==> config.mk <==
export PLATFORM = sky130hd
export DESIGN_NAME = axi_bresp_return
export DESIGN_NICKNAME = d
export VERILOG_FILES = /design/src/rtl/axi_bresp_return.sv
export SDC_FILE = /design/constraint.sdc
export NUM_CORES = 1
export LEC_CHECK = 0
export CORE_MARGIN = 3
export CORE_UTILIZATION = 35
export CTS_BUF_LIST = sky130_fd_sc_hd__clkbuf_8
export CTS_CLUSTER_SIZE = 24
export DETAILED_ROUTE_END_ITERATION = 12
export HOLD_SLACK_MARGIN = 0.08
export PLACE_DENSITY = 0.77
export SETUP_SLACK_MARGIN = 0.2
export SYNTH_ARGS = -nofsm -noshare
export SYNTH_HDL_FRONTEND = slang
export SYNTH_SLANG_ARGS = --single-unit
==> constraint.sdc <==
create_clock -name clk -period 14.6 [get_ports clk]
set_clock_uncertainty 0.15 [all_clocks]
set_input_delay 1.46 -clock clk [delete_from_list [all_inputs] [get_ports clk]]
set_output_delay 1.46 -clock clk [all_outputs]
set_load 0.01 [all_outputs]
==> src/rtl/axi_bresp_return.sv <==
// axi_bresp_return: write-response return path for one master-side port.
// Round-robin arbitrates B responses from N_INIT_PORT slave-side sources into
// a single registered B channel, counts outstanding writes for the AW decoder
// and injects DECERR responses for writes that decoded to no slave.
//
// Ports:
//   clk, rst_n             clock, asynchronous active-low reset
//   bvalid_i/bid_i/...     per-source B channel (source k at slice k*W +: W)
//   bready_o               one-hot accept to the granted source
//   bvalid_o/bid_o/...     registered B channel toward the master
//   bready_i               master ready
//   incr_req_i             one write issued to a slave
//   full_counter_o         outstanding count at MAX_OUTSTANDING
//   outstanding_trans_o    outstanding count non-zero
//   error_req_i/_id_i/_user_i  DECERR injection request and its BID/BUSER
//   error_gnt_o            DECERR accepted this cycle
module axi_bresp_return #(
   parameter int unsigned N_INIT_PORT     = 8,
   parameter int unsigned AXI_ID          = 6,
   parameter int unsigned AXI_USER        = 6,
   parameter int unsigned MAX_OUTSTANDING = 16,
   parameter int unsigned CNT_WIDTH       = 5
) (
   input  logic                            clk,
   input  logic                            rst_n,
   input  logic [N_INIT_PORT-1:0]          bvalid_i,
   input  logic [N_INIT_PORT*AXI_ID-1:0]   bid_i,
   input  logic [N_INIT_PORT*2-1:0]        bresp_i,
   input  logic [N_INIT_PORT*AXI_USER-1:0] buser_i,
   output logic [N_INIT_PORT-1:0]          bready_o,
   output logic                            bvalid_o,
   output logic [AXI_ID-1:0]               bid_o,
   output logic [1:0]                      bresp_o,
   output logic [AXI_USER-1:0]             buser_o,
   input  logic                            bready_i,
   input  logic                            incr_req_i,
   output logic                            full_counter_o,
   output logic                            outstanding_trans_o,
   input  logic                            error_req_i,
   input  logic [AXI_ID-1:0]               error_id_i,
   input  logic [AXI_USER-1:0]             error_user_i,
   output logic                            error_gnt_o
);

   localparam int unsigned IDX_W = (N_INIT_PORT > 1) ? $clog2(N_INIT_PORT) : 1;
   localparam logic [1:0]  DECERR = 2'b11;

   typedef enum logic {
      OUT_EMPTY = 1'b0,
      OUT_FULL  = 1'b1
   } out_state_e;

   out_state_e            state_q;
   logic [AXI_ID-1:0]     bid_q;
   logic [1:0]            bresp_q;
   logic [AXI_USER-1:0]   buser_q;
   logic [IDX_W-1:0]      rr_ptr_q, rr_ptr_d;
   logic [CNT_WIDTH-1:0]  cnt_q, cnt_d;

   logic                  load_en;
   logic                  err_load;
   logic                  slv_load;
   logic                  slv_hs;
   logic                  gnt_found;
   logic [IDX_W-1:0]      gnt_idx;
   logic [IDX_W-1:0]      cand;
   logic [AXI_ID-1:0]     sel_bid;
   logic [1:0]            sel_bresp;
   logic [AXI_USER-1:0]   sel_buser;

   // Output register can take a new beat when empty or draining this cycle;
   // bready_i is only consulted when full.
   assign load_en  = (state_q == OUT_EMPTY) | (bready_i & (state_q == OUT_FULL));
   assign err_load = load_en & error_req_i;
   assign slv_load = load_en & ~error_req_i & gnt_found;

   // Round-robin search: first valid source at or above rr_ptr, wrapping.
   always_comb begin
      gnt_found = 1'b0;
      gnt_idx   = '0;
      cand      = '0;
      for (int unsigned off = 0; off < N_INIT_PORT; off++) begin
         cand = IDX_W'((32'(rr_ptr_q) + off) % N_INIT_PORT);
         if (!gnt_found && bvalid_i[cand]) begin
            gnt_found = 1'b1;
            gnt_idx   = cand;
         end
      end
   end

   // Payload of the granted source.
   always_comb begin
      sel_bid   = '0;
      sel_bresp = '0;
      sel_buser = '0;
      for (int unsigned k = 0; k < N_INIT_PORT; k++) begin
         if (gnt_idx == IDX_W'(k)) begin
            sel_bid   = bid_i[k*AXI_ID +: AXI_ID];
            sel_bresp = bresp_i[k*2 +: 2];
            sel_buser = buser_i[k*AXI_USER +: AXI_USER];
         end
      end
   end

   // One-hot accept to the granted source.
   always_comb begin
      bready_o = '0;
      if (slv_load) bready_o[gnt_idx] = 1'b1;
   end

   assign error_gnt_o = err_load;
   assign slv_hs      = |(bvalid_i & bready_o);

   // Outstanding counter, saturating at both ends; DECERR beats excluded.
   always_comb begin
      cnt_d = cnt_q;
      if (incr_req_i && !slv_hs && (32'(cnt_q) < MAX_OUTSTANDING)) begin
         cnt_d = cnt_q + CNT_WIDTH'(1);
      end else if (!incr_req_i && slv_hs && (cnt_q != '0)) begin
         cnt_d = cnt_q - CNT_WIDTH'(1);
      end
   end

   // Pointer moves past the granted source; error grants leave it alone.
   always_comb begin
      rr_ptr_d = rr_ptr_q;
      if (slv_load) begin
         rr_ptr_d = (gnt_idx == IDX_W'(N_INIT_PORT - 1)) ? '0 : gnt_idx + IDX_W'(1);
      end
   end

   // Output register FSM, payload, pointer and counter state.
   always_ff @(posedge clk or negedge rst_n) begin
      if (!rst_n) begin
         state_q  <= OUT_EMPTY;
         bid_q    <= '0;
         bresp_q  <= '0;
         buser_q  <= '0;
         rr_ptr_q <= '0;
         cnt_q    <= '0;
      end else begin
         rr_ptr_q <= rr_ptr_d;
         cnt_q    <= cnt_d;
         if (err_load) begin
            state_q <= OUT_FULL;
            bid_q   <= error_id_i;
            bresp_q <= DECERR;
            buser_q <= error_user_i;
         end else if (slv_load) begin
            state_q <= OUT_FULL;
            bid_q   <= sel_bid;
            bresp_q <= sel_bresp;
            buser_q <= sel_buser;
         end else if (load_en) begin
            state_q <= OUT_EMPTY;
         end
      end
   end

   assign bvalid_o            = (state_q == OUT_FULL);
   assign bid_o               = bid_q;
   assign bresp_o             = bresp_q;
   assign buser_o             = buser_q;
   assign full_counter_o      = (cnt_q == CNT_WIDTH'(MAX_OUTSTANDING));
   assign outstanding_trans_o = (cnt_q != '0);

endmodule

* After elaboration in Yosys (flattened, before gate mapping)
Index checks and enable logic that the tools add are counted.
** Operators by class
- $add $sub $neg :: 10
- Reduce and logical (&&, ||, !) cells :: 27
- Equality and inequality tests :: 8
- Bitwise operators :: 8
- $lt $le $gt $ge :: 11
- Multiplexer cells :: 71
** Operators by type and width (number)
- $mux W6 :: 20
- $lt A3 B4 Y1 const B :: 9
- $mux W3 :: 9
- $bmux W1 S3 :: 8
- $mux W1 :: 20
- $mux W2 :: 10
- $add A3 B3 Y3 const B :: 4
- $eq A3 B3 Y1 const B :: 4
- $logic_and A1 B1 Y1 :: 12
- $mux W5 :: 2
- $logic_not A1 Y1 :: 9
- $and A8 B8 Y8 :: 1
- $mux W8 :: 1
- $reduce_or A8 Y1 :: 1
- $add A3 B1 Y3 const B :: 2
- $add A3 B2 Y3 const B :: 2
- $eq A3 B2 Y1 const B :: 2
- $add A5 B1 Y5 const B :: 1
- $eq A5 B5 Y1 const B :: 1
- $lt A5 B5 Y1 const B :: 1
- $reduce_bool A5 Y1 :: 1
- $sub A5 B1 Y5 const B :: 1
- $and A1 B1 Y1 :: 4
- $reduce_bool A2 Y1 :: 2
- 7 further kinds :: 8
** Storage, ports and cells
- Logic and storage cells :: 141
- Input port bits :: 137
- Output and inout port bits :: 26
- Register bits after elaboration :: 23

* Logic depth before layout (Yosys ltp)
- Depth in word-level cells :: 35
- Depth in mapped cells :: 21
- Mapped depth without buffers :: 15

* Worst setup path after synthesis
Ideal clock, no wire load.
- Path kind :: in2reg
- From :: in bvalid_i[1]
- To :: reg bresp_q[0] (netlist: bresp_o[0])
- Stages :: 16
- Setup time :: 123 ps
- Path buffers :: 3
- Data required time :: 14327 ps
- Path slack :: 8954 ps
- Arrival :: 5373 ps
- Cell sequence :: mux4_1 > mux2i_1 > o21ai_2 > nand4_1 > or4b_4 > and2_2 > clkbuf_1 > ha_1 > ha_1 > or2_2 > dlygate4sd3_1 > clkbuf_8 > a21o_1 > a31oi_1 > nor3_1 > o221a_1
** On the way
- Longest elaborated chain between the ends :: 35
- Elaborated cells on any way between the ends :: 66
- Those cells by class :: eq/ne (7); mux (42); bitwise (1); reduce/logical (16)
** RTL lines
- start, declared :: RTL line 26 : input logic [N_INIT_PORT-1:0] bvalid_i,
- $bmux W1 S3 :: RTL line 84 : if (!gnt_found && bvalid_i[cand]) begin
- $mux W1 (implied by the code) :: RTL line 84
- $mux W1 :: RTL line 84
- $logic_not A1 Y1 :: RTL line 84
- $logic_and A1 B1 Y1 :: RTL line 84
- $mux W1 :: RTL line 84
- $logic_not A1 Y1 :: RTL line 84
- $logic_and A1 B1 Y1 :: RTL line 84
- [12 not listed]
- $mux W1 :: RTL line 84
- $logic_not A1 Y1 :: RTL line 84
- $logic_and A1 B1 Y1 :: RTL line 84
- $mux W3 :: RTL line 84
- $logic_not A3 Y1 :: RTL line 97 : if (gnt_idx == IDX_W'(k)) begin
- $mux W2 (8 in series) :: RTL line 97
- $mux W2 :: RTL line 149 : end else if (slv_load) begin
- $mux W2 :: RTL line 144 : if (err_load) begin
- end signal, assigned :: RTL line 152 : bresp_q <= sel_bresp;
- end, declared :: RTL line 55 : logic [1:0] bresp_q;
Several ways; a longest one is shown, not always the timed one. The select of a mux whose other input is x is not followed.
A chain may end at the register's enable or synchronous reset.

* Final worst setup path
- From :: reg rr_ptr_q[0]
- To :: out bready_o[0]
** On the way
- Longest elaborated chain between the ends :: 29
- Elaborated cells on any way between the ends :: 60
- Those cells by class :: add/sub (7); order compare (2); mux (35); bitwise (1); reduce/logical (15)
** RTL lines
- start, declared :: RTL line 57 : logic [IDX_W-1:0] rr_ptr_q, rr_ptr_d;
- start signal, assigned :: RTL line 142 : rr_ptr_q <= rr_ptr_d;
- parallel branches: the longest is 28 deep, another holds $add A3 B1 Y3
- $mux W8 * :: RTL line 108 : if (slv_load) bready_o[gnt_idx] = 1'b1;
- end, declared :: RTL line 30 : output logic [N_INIT_PORT-1:0] bready_o,
Mark *: on every way between the ends. The select of a mux whose other input is x is not followed.

==> results.cfg <==
[drt]
final_antenna_net_count = 0
drc_errors = 0
vias = 3862
routed_wl_mm = 12.8
vias_per_cell = 5.95
drt_iter0_drc = 262
drtPass1Iterations = 5
wl_per_cell_um = 19.8

[grt]
grt_max_degree = 35
overflow = 0
track_usage = 0.231
grt_pass1_wl_mm = 19.1
antenna_found_initial = 2
grt_pass1_vias = 3703

[clocking]
clock_path_buffers = 2
clk_pin_slew_ns = 0.08
clock-sinks = 23
post-cts-setup-buffers = 0
cts-resized-gates = 0
postCtsHoldBufs = 0
clockRootBuffer = clkbuf_8
numCtsBuffers = 3
tritoncts = yes
clk_latency_ns = 0.27
htreeDepth = 1

[critical_path]
path_class = flop to primary output
cp-start-kind = flop
cp.required_ns = 12.99
cp_max_fo = 19
rrSetupSlack_ns = 7.86
end_kind = primary output
crit_arrival_ns = 5.37

[timing]
hold_viol_final = 0
slew_violations = 0
max_freq_ghz = 0.143
post-route-min-period_ns = 6.98
setup_viol = 0
rsz0062_at_grt = no
tightestPinTransition_ns = 1.04
min_period_over_period = 0.478
tns_ns = 0
timing.slew.headroom = 0.304

[final_layout]
nets = 689
drive_gt1_frac = 0.0721
area_delta_synth_final_pct = 48.8
antenna_cells = 0

[floorplan]
die_area_mm2 = 0.0105
io_pins = 163
die-width_um = 102
row_count = 34
die_h_um = 102
start_util = 0.366
design.core.area_mm2 = 0.00889

[yosys]
yosys_warnings = 0
synthTopCellsByArea = dfrtp_1 (18%), mux4_1 (5.7%), nand2_1 (5.4%)
synth_area_per_cell_um2 = 8.09
synthFlopType = dfrtp_1
seq_area_frac_synth = 0.177
synth_top_area_frac = 0.177
yosysUniqueCellTypes = 72
yosysMostFrequentCell = nand2_1
syn-cell-area_mm2 = 0.00325
synth_edf_count = 0
ys_seq_elements = 23
synth_commonest_cells = nand2_1 (47), nor2_1 (33), a21oi_1 (28), a31oi_1 (28), o22ai_1 (26)
syn_nets = 549
synth_cells = 402
synth-async-reset-ratio = 1.00
synth_top_area_cell = dfrtp_1

[placement]
place.port_buffers = 162
dpl.hpwl_mm = 10.4
place_congestion = 0.948

[status]
outcome = complete, no violations

[worst_hold_path]
min_path_type = flop to flop

[flow_run]
cap_violations = 0
-- sequential cells by signal, indices dropped and copies added (netlist names) --
register  count
bvalid_o      1
buser_o       6
bresp_o       2
bid_o         6
cnt_q         5
rr_ptr_q      3
-- final cells by class --
type	count	area [um2]
Sequential cell	23	576
Tap cell	108	135
Clock inverter	1	3.75
Inverter	16	61.3
Timing Repair Buffer	164	1640
Fill cell	803	4050
Multi-Input combinational cell	334	2390
Clock buffer	3	41.3
-- per-stage QoR --
stage	std cells	utilization	worst slack [ns]	instance area [um2]	hold WS [ns]
6_report	649	0.544	7.62	4840	0.384
5_1_grt	649	0.544	7.25	4840	0.416
4_1_cts	649	0.544	7.65	4840	0.388
3_5_place_dp	645	0.539	7.77	4790	0.370
3_3_place_gp	645	0.539	7.93	4790	0.355
2_1_floorplan	402	-	8.95	3250	0.329
-- per-layer routing --
metal  up-vias  track usage  routed length (um)
met3        27       0.0273                 809
met1      1848        0.330                5560
li1       1815            -                   -
met4         4       0.0727                 329
met5         -            0                  27
met2       168        0.362                6100
-- final timing paths --
kind                                to        start  cells after the start
min                           cnt_q[2]     cnt_q[2]                      2
max reg2reg                 bresp_o[0]  rr_ptr_q[0]                     14
max                        bready_o[0]  rr_ptr_q[0]                     12
min reg2reg                   cnt_q[2]     cnt_q[2]                      2
min in group asynchronous     bid_o[0]        rst_n                      1
max in group asynchronous     cnt_q[3]        rst_n                      1
-- cell families after synthesis --
kind of cell    count (synthesis)  synth area share
compound gates                150             0.327
xor+xnor                        7            0.0212
fa+ha+maj                      10            0.0408
buf+inv                        45            0.0938
flops                          23             0.177
mux                            29             0.137
simple gates                  138             0.203
-- worst max-delay path: stages (launching register included) --
cell and delay [ns]:
dfrtp_1 0.87, inv_1 0.33, ha_1 0.78, mux2i_1 0.38
mux4_2 0.32, a32o_2 0.25, nand4_1 0.25, or2_0 0.30
a21o_1 0.31, nor2_1 0.38, inv_1 0.16, nor3_1 0.18
clkdlybuf4s50_1 0.58
-- cell usage in the layout, fill, tap and decap left out, types with 2 or more instances in the layout --
cell type        Yosys  final
a211o_1              3      3
a211oi_1            10     10
a21o_1               9      9
a21o_2               8      8
a21oi_1             28     28
a22o_1               3      3
a22oi_1              3      3
a31oi_1             28     28
and2_1               4      4
and2_2               2      2
and3_1               2      2
buf_4                2      2
clkbuf_8             6      3
clkdlybuf4s50_1      0    162
dfrtp_1             23     23
ha_1                 9      9
inv_1               15     16
mux2_2               4      4
mux2i_1             15     15
mux2i_4              2      2
mux4_1               7      7
nand2_1             47     47
nand2b_1             3      3
nand3_1             14     14
nand4_1              2      2
nor2_1              33     33
nor2b_1              4      4
nor3_1               6      6
o211ai_1             2      2
o21ai_0              6      6
o221a_1              2      2
o221ai_1             3      3
o22ai_1             26     26
o31ai_1              3      2
or2_2                2      2
or3_1               10     10
xnor2_1              3      3
xor2_1               3      3
Power is left out: the tool's default activity adds up to more than one toggle a clock period on the data nets, which glitch-free logic cannot reach.
